==> config.mk <==
export PLATFORM = sky130hd
export DESIGN_NAME = ad_spi_master_param
export DESIGN_NICKNAME = d
export VERILOG_FILES = /design/src/rtl/ad_spi_master_param.sv
export SDC_FILE = /design/constraint.sdc
export NUM_CORES = 1
export LEC_CHECK = 0
export CORE_ASPECT_RATIO = 0.9
export CORE_MARGIN = 8
export CORE_UTILIZATION = 25
export CTS_BUF_LIST = sky130_fd_sc_hd__clkbuf_4 sky130_fd_sc_hd__clkbuf_8
export CTS_CLUSTER_SIZE = 14
export DETAILED_ROUTE_END_ITERATION = 16
export GPL_ROUTABILITY_DRIVEN = 0
export GPL_TIMING_DRIVEN = 0
export PLACE_DENSITY_LB_ADDON = 0.2
export SETUP_SLACK_MARGIN = 0.2
export SLEW_MARGIN = 5
export SYNTH_ARGS = -nofsm -noshare
export SYNTH_HDL_FRONTEND = slang
export SYNTH_SLANG_ARGS = --single-unit
==> constraint.sdc <==
create_clock -name CLK -period 3 [get_ports CLK]
set_clock_uncertainty 0.15 [all_clocks]
set_input_delay 0.45 -clock CLK [delete_from_list [all_inputs] [get_ports CLK]]
set_output_delay 0.45 -clock CLK [all_outputs]
set_load 0.005 [all_outputs]
==> src/rtl/ad_spi_master_param.sv <==
// ad_spi_master_param
// On-demand SPI master for external ADC/DAC converters. A Start request
// latches one transmit word and the Read_En flag, then runs a single framed
// transfer. Word width, SCLK half-period, the CS-high gap between frames,
// the bit order and the SDI sample edge are all parameters. Every pin-facing
// output comes straight from a flop.
module ad_spi_master_param #(
    parameter int DATA_W      = 16,
    parameter int HALF_DIV    = 3,
    parameter int CS_GAP      = 10,
    parameter int LSB_FIRST   = 0,
    parameter int SAMPLE_FALL = 0
) (
    input  logic              CLK,
    input  logic              RST,
    input  logic              Start,
    input  logic              Read_En,
    input  logic [DATA_W-1:0] Data_Out,
    output logic [DATA_W-1:0] Data_In,
    output logic              Done,
    output logic              Busy,
    output logic              SCLK,
    output logic              CS,
    output logic              SDO,
    input  logic              SDI
);

    localparam int CNT_MAX = (HALF_DIV > CS_GAP) ? HALF_DIV : CS_GAP;
    localparam int CNT_W   = $clog2(CNT_MAX + 1);
    localparam int EDGE_W  = $clog2(2 * DATA_W);

    localparam bit LSB_MODE = (LSB_FIRST != 0);
    localparam bit FALL_SMP = (SAMPLE_FALL != 0);
    localparam bit HAS_GAP  = (CS_GAP > 1);

    localparam logic [CNT_W-1:0]  CNT_ONE   = CNT_W'(1);
    localparam logic [CNT_W-1:0]  HALF_LAST = CNT_W'(HALF_DIV - 1);
    // The Done cycle and the final IDLE cycle are both CS-high, so the
    // GAP state itself covers the remaining CS_GAP-2 .. 0 count.
    localparam logic [CNT_W-1:0]  GAP_LAST  = CNT_W'((CS_GAP > 1) ? (CS_GAP - 2) : 0);
    localparam logic [EDGE_W-1:0] EDGE_ONE  = EDGE_W'(1);
    localparam logic [EDGE_W-1:0] EDGE_LAST = EDGE_W'(2 * DATA_W - 1);
    localparam logic [EDGE_W-1:0] FALL_LAST = EDGE_W'(2 * DATA_W - 2);

    typedef enum logic [2:0] {
        ST_IDLE  = 3'd0,
        ST_SETUP = 3'd1,
        ST_SHIFT = 3'd2,
        ST_HOLD  = 3'd3,
        ST_GAP   = 3'd4
    } state_t;

    // Bit currently presented on SDO for a given transmit shift register.
    function automatic logic tx_bit(input logic [DATA_W-1:0] w);
        return LSB_MODE ? w[0] : w[DATA_W-1];
    endfunction

    // Moves the next transmit bit into the SDO position.
    function automatic logic [DATA_W-1:0] tx_shift(input logic [DATA_W-1:0] w);
        return LSB_MODE ? (w >> 1) : (w << 1);
    endfunction

    // Inserts one received bit so that the first bit lands at the word end
    // matching the configured bit order.
    function automatic logic [DATA_W-1:0] rx_shift(input logic [DATA_W-1:0] w,
                                                   input logic b);
        return LSB_MODE ? {b, w[DATA_W-1:1]} : {w[DATA_W-2:0], b};
    endfunction

    state_t              state_r, state_s;
    logic [CNT_W-1:0]    cnt_r, cnt_s;
    logic [EDGE_W-1:0]   edge_r, edge_s;
    logic [DATA_W-1:0]   tx_r, tx_s;
    logic [DATA_W-1:0]   rx_r, rx_s;
    logic                rd_en_r, rd_en_s;
    logic                sclk_r, sclk_s;
    logic                cs_r, cs_s;
    logic                sdo_r, sdo_s;
    logic                busy_r, busy_s;
    logic                done_r, done_s;
    logic [DATA_W-1:0]   data_in_r, data_in_s;
    logic                half_end_s;

    // Next-state and next-output logic for the frame sequencer.
    always_comb begin
        state_s    = state_r;
        cnt_s      = cnt_r;
        edge_s     = edge_r;
        tx_s       = tx_r;
        rx_s       = rx_r;
        rd_en_s    = rd_en_r;
        sclk_s     = sclk_r;
        cs_s       = cs_r;
        sdo_s      = sdo_r;
        busy_s     = busy_r;
        done_s     = 1'b0;
        data_in_s  = data_in_r;
        half_end_s = (cnt_r == HALF_LAST);

        case (state_r)
            ST_IDLE: begin
                sclk_s = 1'b0;
                cs_s   = 1'b1;
                sdo_s  = 1'b0;
                busy_s = 1'b0;
                if (Start) begin
                    state_s = ST_SETUP;
                    cnt_s   = '0;
                    edge_s  = '0;
                    tx_s    = Data_Out;
                    rx_s    = '0;
                    rd_en_s = Read_En;
                    cs_s    = 1'b0;
                    busy_s  = 1'b1;
                    sdo_s   = tx_bit(Data_Out);
                end else begin
                    state_s = ST_IDLE;
                end
            end

            ST_SETUP: begin
                if (half_end_s) begin
                    // First SCLK rising edge.
                    state_s = ST_SHIFT;
                    cnt_s   = '0;
                    edge_s  = '0;
                    sclk_s  = 1'b1;
                    if (rd_en_r && !FALL_SMP) begin
                        rx_s = rx_shift(rx_r, SDI);
                    end else begin
                        rx_s = rx_r;
                    end
                end else begin
                    cnt_s = cnt_r + CNT_ONE;
                end
            end

            ST_SHIFT: begin
                if (half_end_s) begin
                    cnt_s = '0;
                    if (edge_r == EDGE_LAST) begin
                        state_s = ST_HOLD;
                        sclk_s  = 1'b0;
                    end else begin
                        edge_s = edge_r + EDGE_ONE;
                        sclk_s = ~sclk_r;
                        if (sclk_r) begin
                            // Falling edge: advance SDO except on the last one.
                            if (edge_r != FALL_LAST) begin
                                tx_s  = tx_shift(tx_r);
                                sdo_s = tx_bit(tx_shift(tx_r));
                            end else begin
                                tx_s  = tx_r;
                            end
                            if (rd_en_r && FALL_SMP) begin
                                rx_s = rx_shift(rx_r, SDI);
                            end else begin
                                rx_s = rx_r;
                            end
                        end else begin
                            // Rising edge.
                            if (rd_en_r && !FALL_SMP) begin
                                rx_s = rx_shift(rx_r, SDI);
                            end else begin
                                rx_s = rx_r;
                            end
                        end
                    end
                end else begin
                    cnt_s = cnt_r + CNT_ONE;
                end
            end

            ST_HOLD: begin
                if (half_end_s) begin
                    state_s = HAS_GAP ? ST_GAP : ST_IDLE;
                    cnt_s   = '0;
                    cs_s    = 1'b1;
                    sdo_s   = 1'b0;
                    done_s  = 1'b1;
                    busy_s  = HAS_GAP;
                    if (rd_en_r) begin
                        data_in_s = rx_r;
                    end else begin
                        data_in_s = data_in_r;
                    end
                end else begin
                    cnt_s = cnt_r + CNT_ONE;
                end
            end

            ST_GAP: begin
                if (cnt_r == GAP_LAST) begin
                    state_s = ST_IDLE;
                    cnt_s   = '0;
                    busy_s  = 1'b0;
                end else begin
                    cnt_s = cnt_r + CNT_ONE;
                end
            end

            default: begin
                state_s = ST_IDLE;
                cnt_s   = '0;
                sclk_s  = 1'b0;
                cs_s    = 1'b1;
                sdo_s   = 1'b0;
                busy_s  = 1'b0;
            end
        endcase
    end

    // State and output registers with synchronous reset.
    always_ff @(posedge CLK) begin
        if (RST) begin
            state_r   <= ST_IDLE;
            cnt_r     <= '0;
            edge_r    <= '0;
            tx_r      <= '0;
            rx_r      <= '0;
            rd_en_r   <= 1'b0;
            sclk_r    <= 1'b0;
            cs_r      <= 1'b1;
            sdo_r     <= 1'b0;
            busy_r    <= 1'b0;
            done_r    <= 1'b0;
            data_in_r <= '0;
        end else begin
            state_r   <= state_s;
            cnt_r     <= cnt_s;
            edge_r    <= edge_s;
            tx_r      <= tx_s;
            rx_r      <= rx_s;
            rd_en_r   <= rd_en_s;
            sclk_r    <= sclk_s;
            cs_r      <= cs_s;
            sdo_r     <= sdo_s;
            busy_r    <= busy_s;
            done_r    <= done_s;
            data_in_r <= data_in_s;
        end
    end

    assign Data_In = data_in_r;
    assign Done    = done_r;
    assign Busy    = busy_r;
    assign SCLK    = sclk_r;
    assign CS      = cs_r;
    assign SDO     = sdo_r;

endmodule

# --- Word level (Yosys, flattened, before mapping) ---
# Cells that the tools add are included.
# Widths: inputs -> output; s select.
word_totals:
  elab_cells: 103
  register_bits: 65
  input_bits: 21
  out_inout_bits: 21
classes:
  addsub: 2
  muxes: 46
  reduce_logical: 19
  eq_ne: 18
  n_bitwise: 6
op_table:
  columns: ["cell", "count"]
  rows:
  - ["$mux 16", 6]
  - ["$mux 15", 5]
  - ["$pmux 16 s3", 1]
  - ["$pmux 15 s2", 1]
  - ["$mux 5", 4]
  - ["$ne 2x2->1 const B", 10]
  - ["$reduce_and 6->1", 3]
  - ["$mux 3", 5]
  - ["$pmux 3 s5", 1]
  - ["$pmux 5 s3", 1]
  - ["$mux 1", 14]
  - ["$mux 4", 3]
  - ["$pmux 4 s3", 1]
  - ["$reduce_and 5->1", 2]
  - ["$reduce_and 3->1", 3]
  - ["$pmux 1 s4", 2]
  - ["$reduce_or 2->1", 4]
  - ["$eq 3x2->1 const B", 2]
  - ["$not 1->1", 6]
  - ["$pmux 1 s3", 2]
  - ["$reduce_or 3->1", 2]
  - ["$add 5x1->5 const B", 1]
  - ["$eq 5x5->1 const B", 1]
  - ["$ne 5x5->1 const B", 1]
  - ["9 further kinds", 10]

# --- Depth between registers and ports, before layout ---
# Gate-level depths: netlist of the first run.
logic_depth:
  depth_word: 6
  depth_mapped: 10
  depth_no_buf: 7

# --- Worst setup path before layout of the first run ---
# No wires, ideal clock.
synth_path:
  path_kind: "reg2reg"
  from: "reg edge_r[0]"
  to: "reg edge_r[3]"
  n_path_buf: 0
  synth_period_minus_slack_ns: 2.498
  path_stages_with_launch: 8
  arrival_time_ns: 2.277
  required_time_ns: 2.779
  setup_ns: 0.071
  path_slack_ns: 0.502
  path_cell_list: "dfxtp_1 > ha_1 > and3_1 > ha_1 > or3b_4 > a221o_1 > or4_1 > a21oi_1"
synth_between:
  elab_chain_len: 4
  word_cells_on_any_way: 7
  classes_between: "add/sub (1); eq/ne (2); mux (3); reduce/logical (1)"
synth_rtl:
  columns: ["item", "line_no", "source"]
  rows:
  - ["start, declared", "72", "logic [EDGE_W-1:0] edge_r, edge_s;"]
  - ["start signal, assigned", "231", "edge_r <= edge_s;"]
  - ["$add 5x1->5", "145", "edge_s = edge_r + EDGE_ONE;"]
  - ["$mux 5", "141", "if (edge_r == EDGE_LAST) begin"]
  - ["$mux 5", "139", "if (half_end_s) begin"]
  - ["$pmux 5 s3", "100", "case (state_r)"]
# Several ways; a longest one is shown, not always the timed one. The select of a mux whose other input is x is not followed.
# A chain may end at the register's enable or synchronous reset.

# --- Worst setup path after layout of the first run ---
# Ends and elaborated chain as after synthesis.

==> metrics.cfg, run 1 <==
[setup_path]
worstPathMaxFanout = 4
rr_worst_depth = 7
start_kind = flip-flop
cp.arrival_ns = 2.80
criticalPathCategory = flip-flop to flip-flop
critPathRequiredTime_ns = 3.12
end_kind = flip-flop

[floorplanning]
start_util_pct = 25.70
pin_count = 42
dieArea_um2 = 14800
die_x_um = 127.4
num_rows = 36
core_um2 = 10860
die_h_um = 116.2

[logic_synthesis]
yosysSeqAreaShare_pct = 46.64
synth_cells = 304
ys_ff_latch = 65
ys_warn_count = 0
synth-edff-count = 0
synthArstFlopShare_pct = 0
ys_types = 45
synth.cell_area_um2 = 2790
syn_area_per_cell_um2 = 9.178
syn_nets = 331
ys.flop_type = dfxtp_1

[sta]
hold_viol_final = 0
rsz0062_at_grt = false
slew_viol_final = 0
final.min_clock_period_ns = 2.679
layout_setup_ws_ns = 0.3212
max_freq_ghz = 0.3733
post-route-period-util_pct = 89.29
fin_hold_ws_ns = 0.3265
tightestPinTransition_ns = 0.6605
slew_headroom_pct = 55.56
setup_viol_count_final = 0
finalSetupTns_ns = 0

[cells_and_area]
antenna_cells = 0
final_nets = 384
drive_gt1_share_pct = 9.116
area_delta_synth_final_pct = 30.31
design_area_um2 = 3636

[placed_design]
port_buffers = 40
dpl.hpwl_um = 5055
placed_cell_area_um2 = 3381
dpl_worst_slack_ns = 0.1197

[clock_network]
clk_latency_ns = 0.34
root_buffer = clkbuf_8
clk_pin_slew_ns = 0.08
ctsHoldBuffers = 0
htree_levels = 3
clkSinkCount = 65
cts_buffers = 9
cts_tree = done
clk_path_buf_depth = 2

[power]
power.density_nw_per_um2 = 526.2
p_leak_nw = 1.406
peakVddDrop_mv = 0.2087

[routing]
remaining_drc_errors = 0
routedWlPerCell_um = 13.68
first_iter_violations = 125
dr.pass1.iters = 4
ant_nets = 0
vias = 2411
vias_per_cell = 4.691
postRouteWirelength_um = 7030

[global_routing]
grt_antenna_before_repair = 0
grt-ovfl-total = 0
grt.total_usage_pct = 10.14
grt_pass1_vias = 2346
grt_max_degree = 14
grt_pass1_wl_um = 11900

[worst_hold_path]
hold_depth = 2
min_path_type = flip-flop to flip-flop

[run]
maxCapViolations = 0

[status]
status = completed

-- power breakdown --
group / internal (mW) / switching [mW] / total, mW
Clock: 0.473 / 0.360 / 0.833
Sequential: 0.889 / 0.0163 / 0.905
Combinational: 0.0842 / 0.0907 / 0.175
-- metal layers --
layer	track usage, %	wire length, um
met2	15.40	3260
met4	4.751	127
met5	0	0
met3	3.332	334
met1	12.79	3307
-- worst paths after layout --
kind                          startpoint                endpoint  slack (ns)
hold reg to reg     tx_r[0]$_SDFFE_PP0P_    tx_r[0]$_SDFFE_PP0P_        0.33
hold / removal      tx_r[0]$_SDFFE_PP0P_    tx_r[0]$_SDFFE_PP0P_        0.33
setup reg to reg  edge_r[0]$_SDFFE_PP0P_  edge_r[3]$_SDFFE_PP0P_        0.32
setup / recovery  edge_r[0]$_SDFFE_PP0P_  edge_r[3]$_SDFFE_PP0P_        0.32
-- flip-flops by register name (all words and copies together), names as in the netlist, 3 cells and up --
signal and count:
edge_r 5, state_r 3, rx_r 16, Data_In 16
tx_r 15, cnt_r 4
-- metrics by stage --
stage	power [mW]	utilization, %	cells
CTS	1.936	33.25	512
detailed placement	1.094	31.14	496
global route	2.019	33.49	514
finish	1.913	33.49	514
global placement	1.092	31.14	496
floorplan	1.026	-	304
-- critical path, stage by stage (launching register included) --
cell     delay (ns)
dfxtp_1        0.34
ha_1           0.23
and3_1         0.19
ha_1           0.24
or3b_4         0.42
a221o_1        0.39
or4_1          0.52
a21oi_1        0.14
-- Yosys cell counts, types with 2 or more instances --
cell | count | area (um^2)
dfxtp_1 | 65 | 1301
nand2_1 | 35 | 131.4
nor2_1 | 25 | 93.84
mux2i_1 | 17 | 170.2
nor3_1 | 17 | 85.08
a22o_1 | 16 | 140.1
clkbuf_1 | 16 | 60.06
a311oi_1 | 15 | 131.4
a21oi_1 | 13 | 65.06
buf_2 | 7 | 35.03
o21ai_0 | 7 | 35.03
ha_1 | 6 | 75.07
nand3_1 | 6 | 30.03
nor2b_1 | 6 | 37.54
inv_1 | 4 | 15.01
a211oi_1 | 3 | 22.52
a31oi_1 | 3 | 18.77
nand2b_1 | 3 | 18.77
nand3b_1 | 3 | 22.52
o21bai_1 | 3 | 22.52
a211o_1 | 2 | 17.52
a221o_1 | 2 | 20.02
a22oi_1 | 2 | 15.01
and2_1 | 2 | 12.51
nand4_1 | 2 | 12.51
nand4b_1 | 2 | 17.52
nor3b_1 | 2 | 15.01
nor4_1 | 2 | 12.51
or3_1 | 2 | 12.51
-- placed cells by master, fill, tap and decap left out, types with 4 or more instances in the layout --
| cell type | count |
|---|---|
| nand3_1 | 6 |
| nor3_1 | 17 |
| buf_2 | 6 |
| o21ai_0 | 7 |
| nand2_1 | 35 |
| nor2b_1 | 6 |
| mux2i_1 | 17 |
| a22o_1 | 16 |
| ha_1 | 6 |
| dfxtp_1 | 65 |
| a21oi_1 | 13 |
| clkdlybuf4s50_1 | 40 |
| a311oi_1 | 15 |
| inv_1 | 4 |
| nor2_1 | 25 |
| clkbuf_8 | 9 |
| clkbuf_1 | 14 |
-- logic make-up (layout without fill, tap and decap cells) --
group / after synthesis / after routing / share of synthesized area (%)
buffers and inverters: 28 / 86 / 4.350
AO/OA/AOI/OAI: 69 / 69 / 18.39
XOR/XNOR: 2 / 2 / 0.6279
multiplexers: 17 / 17 / 6.099
adder cells (fa/ha/maj): 6 / 6 / 2.691
flip-flops: 65 / 65 / 46.64
AND/OR/NAND/NOR: 117 / 117 / 21.21
-- what timing repair did --
item | 4_1_cts | 5_1_grt
gates resized for setup | 1 | 5
buffers inserted | 0 | 2
pin swaps | 0 | 1
endpoints found under the setup margin | 10 | 28
-- cell type report --
type,count,area [um^2]
clock inverter,7,100.1
buffer,24,111.4
timing repair buffer,42,415.4
inverter,4,15.01
tap,152,190.2
clock buffer,9,123.9
fill,1138,7219
sequential,65,1301
multi-input combinational,211,1379
Note: power is estimated with default switching activity, not from simulation.
==> inputs of run 2 (changes only) <==
--- a/config.mk
+++ b/config.mk
@@ -7,7 +7,7 @@
 export LEC_CHECK = 0
 export CORE_ASPECT_RATIO = 0.9
 export CORE_MARGIN = 8
-export CORE_UTILIZATION = 25
+export CORE_UTILIZATION = 50
 export CTS_BUF_LIST = sky130_fd_sc_hd__clkbuf_4 sky130_fd_sc_hd__clkbuf_8
 export CTS_CLUSTER_SIZE = 14
 export DETAILED_ROUTE_END_ITERATION = 16
==> metrics.cfg, run 2 (same netlist as run 1, synthesis figures left out) <==
[clock_network]
cts_tree = done  ; unchanged
clk_pin_slew_ns = 0.07  ; was 0.08 ns
clkSinkCount = 65  ; unchanged
cts_buffers = 9  ; unchanged
post_cts_buffers = 0  ; unchanged
htree_levels = 3  ; unchanged
clk_path_buf_depth = 2  ; unchanged
cts_resized = 1  ; unchanged
root_buffer = clkbuf_8  ; unchanged
clk_latency_ns = 0.34  ; about the same
ctsHoldBuffers = 0  ; unchanged

[setup_path]
critPathRequiredTime_ns = 3.12  ; about the same
worstPathMaxFanout = 7  ; was 4
path_common_cell = ha_1  ; unchanged
end_kind = flip-flop  ; unchanged
cp.arrival_ns = 2.83  ; was 2.80 ns
crit_path_max_incr_delay_ns = 0.52  ; about the same
crit_chain = ha_1 > and3_1 > ha_1 > or3b_4 > a221o_1 > or4_1 > a21oi_1  ; unchanged
start_kind = flip-flop  ; unchanged
criticalPathCategory = flip-flop to flip-flop  ; unchanged
slowest_stage = or4_1  ; unchanged

[cells_and_area]
mostFrequentLayoutCells = dfxtp_1 (65), clkdlybuf4s50_1 (40), nand2_1 (35)  ; unchanged
final_common_cell = dfxtp_1  ; unchanged
final_nets = 382  ; was 384
area_delta_synth_final_pct = 26.01  ; was 30.31%
drive_gt1_share_pct = 8.078  ; was 9.116%
antenna_cells = 0  ; unchanged

[global_routing]
grt_pass1_wl_um = 10720  ; was 11900 um
grt.total_usage_pct = 16.39  ; was 10.14%
grt_max_degree = 11  ; was 14
grt-ovfl-total = 0  ; unchanged
grt_antenna_before_repair = 0  ; unchanged
grt_pass1_vias = 2353  ; was 2346

[placed_design]
dpl.hpwl_um = 4601  ; was 5055 um
port_buffers = 40  ; unchanged

[sta]
tightestPinTransition_ns = 0.6870  ; was 0.6605 ns
max_freq_ghz = 0.3686  ; was 0.3733 GHz
setup_viol_count_final = 0  ; unchanged
hold_viol_final = 0  ; unchanged
rsz0062_at_grt = false  ; unchanged
final.min_clock_period_ns = 2.713  ; was 2.679 ns
slew_viol_final = 0  ; unchanged
post-route-period-util_pct = 90.42  ; was 89.29%
slew_headroom_pct = 54.10  ; was 55.56%
finalSetupTns_ns = 0  ; unchanged

[status]
status = completed  ; unchanged

[power]
power.density_nw_per_um2 = 548.5  ; was 526.2 nW/um^2
p_sw_uw = 418.2  ; was 467.1 uW
clockPowerShare_pct = 44.3  ; was 43.6%
power_frac_seq_pct = 47.0  ; was 47.3%
combPwrFrac_pct = 8.7  ; was 9.1%
p_int_mw = 1.510  ; was 1.446 mW
power_mw = 1.928  ; was 1.913 mW
swShare_pct = 21.69  ; was 24.42%
p_leak_nw = 1.412  ; was 1.406 nW
peakVddDrop_mv = 0.4282  ; was 0.2087 mV

[routing]
routedWlPerCell_um = 15.10  ; was 13.68 um
remaining_drc_errors = 0  ; unchanged
vias = 2414  ; was 2411
postRouteWirelength_um = 6434  ; was 7030 um
vias_per_cell = 5.667  ; was 4.691
dr.pass1.iters = 4  ; unchanged
ant_nets = 0  ; unchanged
first_iter_violations = 173  ; was 125

[floorplanning]
start_util_pct = 52.47  ; was 25.70%
die_h_um = 86.87  ; was 116.2 um
num_rows = 25  ; was 36
die_x_um = 94.74  ; was 127.4 um
core_um2 = 5318  ; was 10860 um^2
dieArea_um2 = 8230  ; was 14800 um^2
pin_count = 42  ; unchanged

[run]
maxCapViolations = 0  ; unchanged

[worst_hold_path]
min_path_type = flip-flop to flip-flop  ; unchanged

-- run 2: cell count changes in the layout (fill, tap and decap cells not counted), sizes merged --
| cell | before | now |
|---|---|---|
| clkinvlp | 3 | 0 |
| clkbuf | 26 | 30 |
| inv | 6 | 4 |
| buf | 9 | 7 |
-- run 2: final timing paths --
| kind | from | endpoint | slack (ns) | cells past startpoint |
|---|---|---|---|---|
| max | edge_r[0]$_SDFFE_PP0P_ | edge_r[3]$_SDFFE_PP0P_ | 0.29 | 7 |
| max reg2reg | edge_r[0]$_SDFFE_PP0P_ | edge_r[3]$_SDFFE_PP0P_ | 0.29 | 7 |
| min reg2reg | Busy$_SDFFE_PP0P_ | Busy$_SDFFE_PP0P_ | 0.33 | 1 |
| min | Busy$_SDFFE_PP0P_ | Busy$_SDFFE_PP0P_ | 0.33 | 1 |
-- run 2: metrics by stage --
| step | worst slack [ns] | instance area, um^2 | hold WS [ns] | instances | utilization (%) |
|---|---|---|---|---|---|
| floorplan | 0.5024 | 2790 | 0.2987 | 304 | - |
| global placement | 0.2154 | 3274 | 0.3111 | 411 | 61.58 |
| detailed placement | 0.1925 | 3274 | 0.3072 | 411 | 61.58 |
| CTS | 0.2817 | 3512 | 0.3280 | 426 | 66.05 |
| global route | 0.2027 | 3516 | 0.3488 | 426 | 66.12 |
| finish | 0.2874 | 3516 | 0.3260 | 426 | 66.12 |
-- run 2: layout make-up --
cell class / count / area (um^2)
multi-input combinational: 211 / 1373
sequential: 65 / 1301
clock buffer: 13 / 172.7
clock inverter: 2 / 60.06
timing repair buffer: 40 / 400.4
inverter: 4 / 15.01
buffer: 24 / 110.1
tap: 67 / 83.83
fill: 442 / 1802
-- run 2: critical path, delay by kind of cell, from the launching register on --
kind | cells | cell delay [ns]
AOI/OAI and AO/OA | 2 | 0.53
adders and majority gates | 2 | 0.48
DFF | 1 | 0.34
and+or+nand+nor | 3 | 1.14
-- run 2: routing by layer --
| layer | GRT usage (%) | routed length, um |
|---|---|---|
| met5 | 0 | 0 |
| met4 | 7.082 | 85 |
| met3 | 5.690 | 291 |
| met2 | 25.06 | 3004 |
| met1 | 20.30 | 3053 |
-- run 2: power groups by stage --
stage	combinational, mW	clock (mW)	sequential, mW
final	0.168	0.854	0.906
after detailed placement	0.166	0	0.924
after global routing	0.185	0.909	0.908
after floorplan	0.105	0	0.921
after CTS	0.168	0.866	0.905
after global placement	0.161	0	0.924
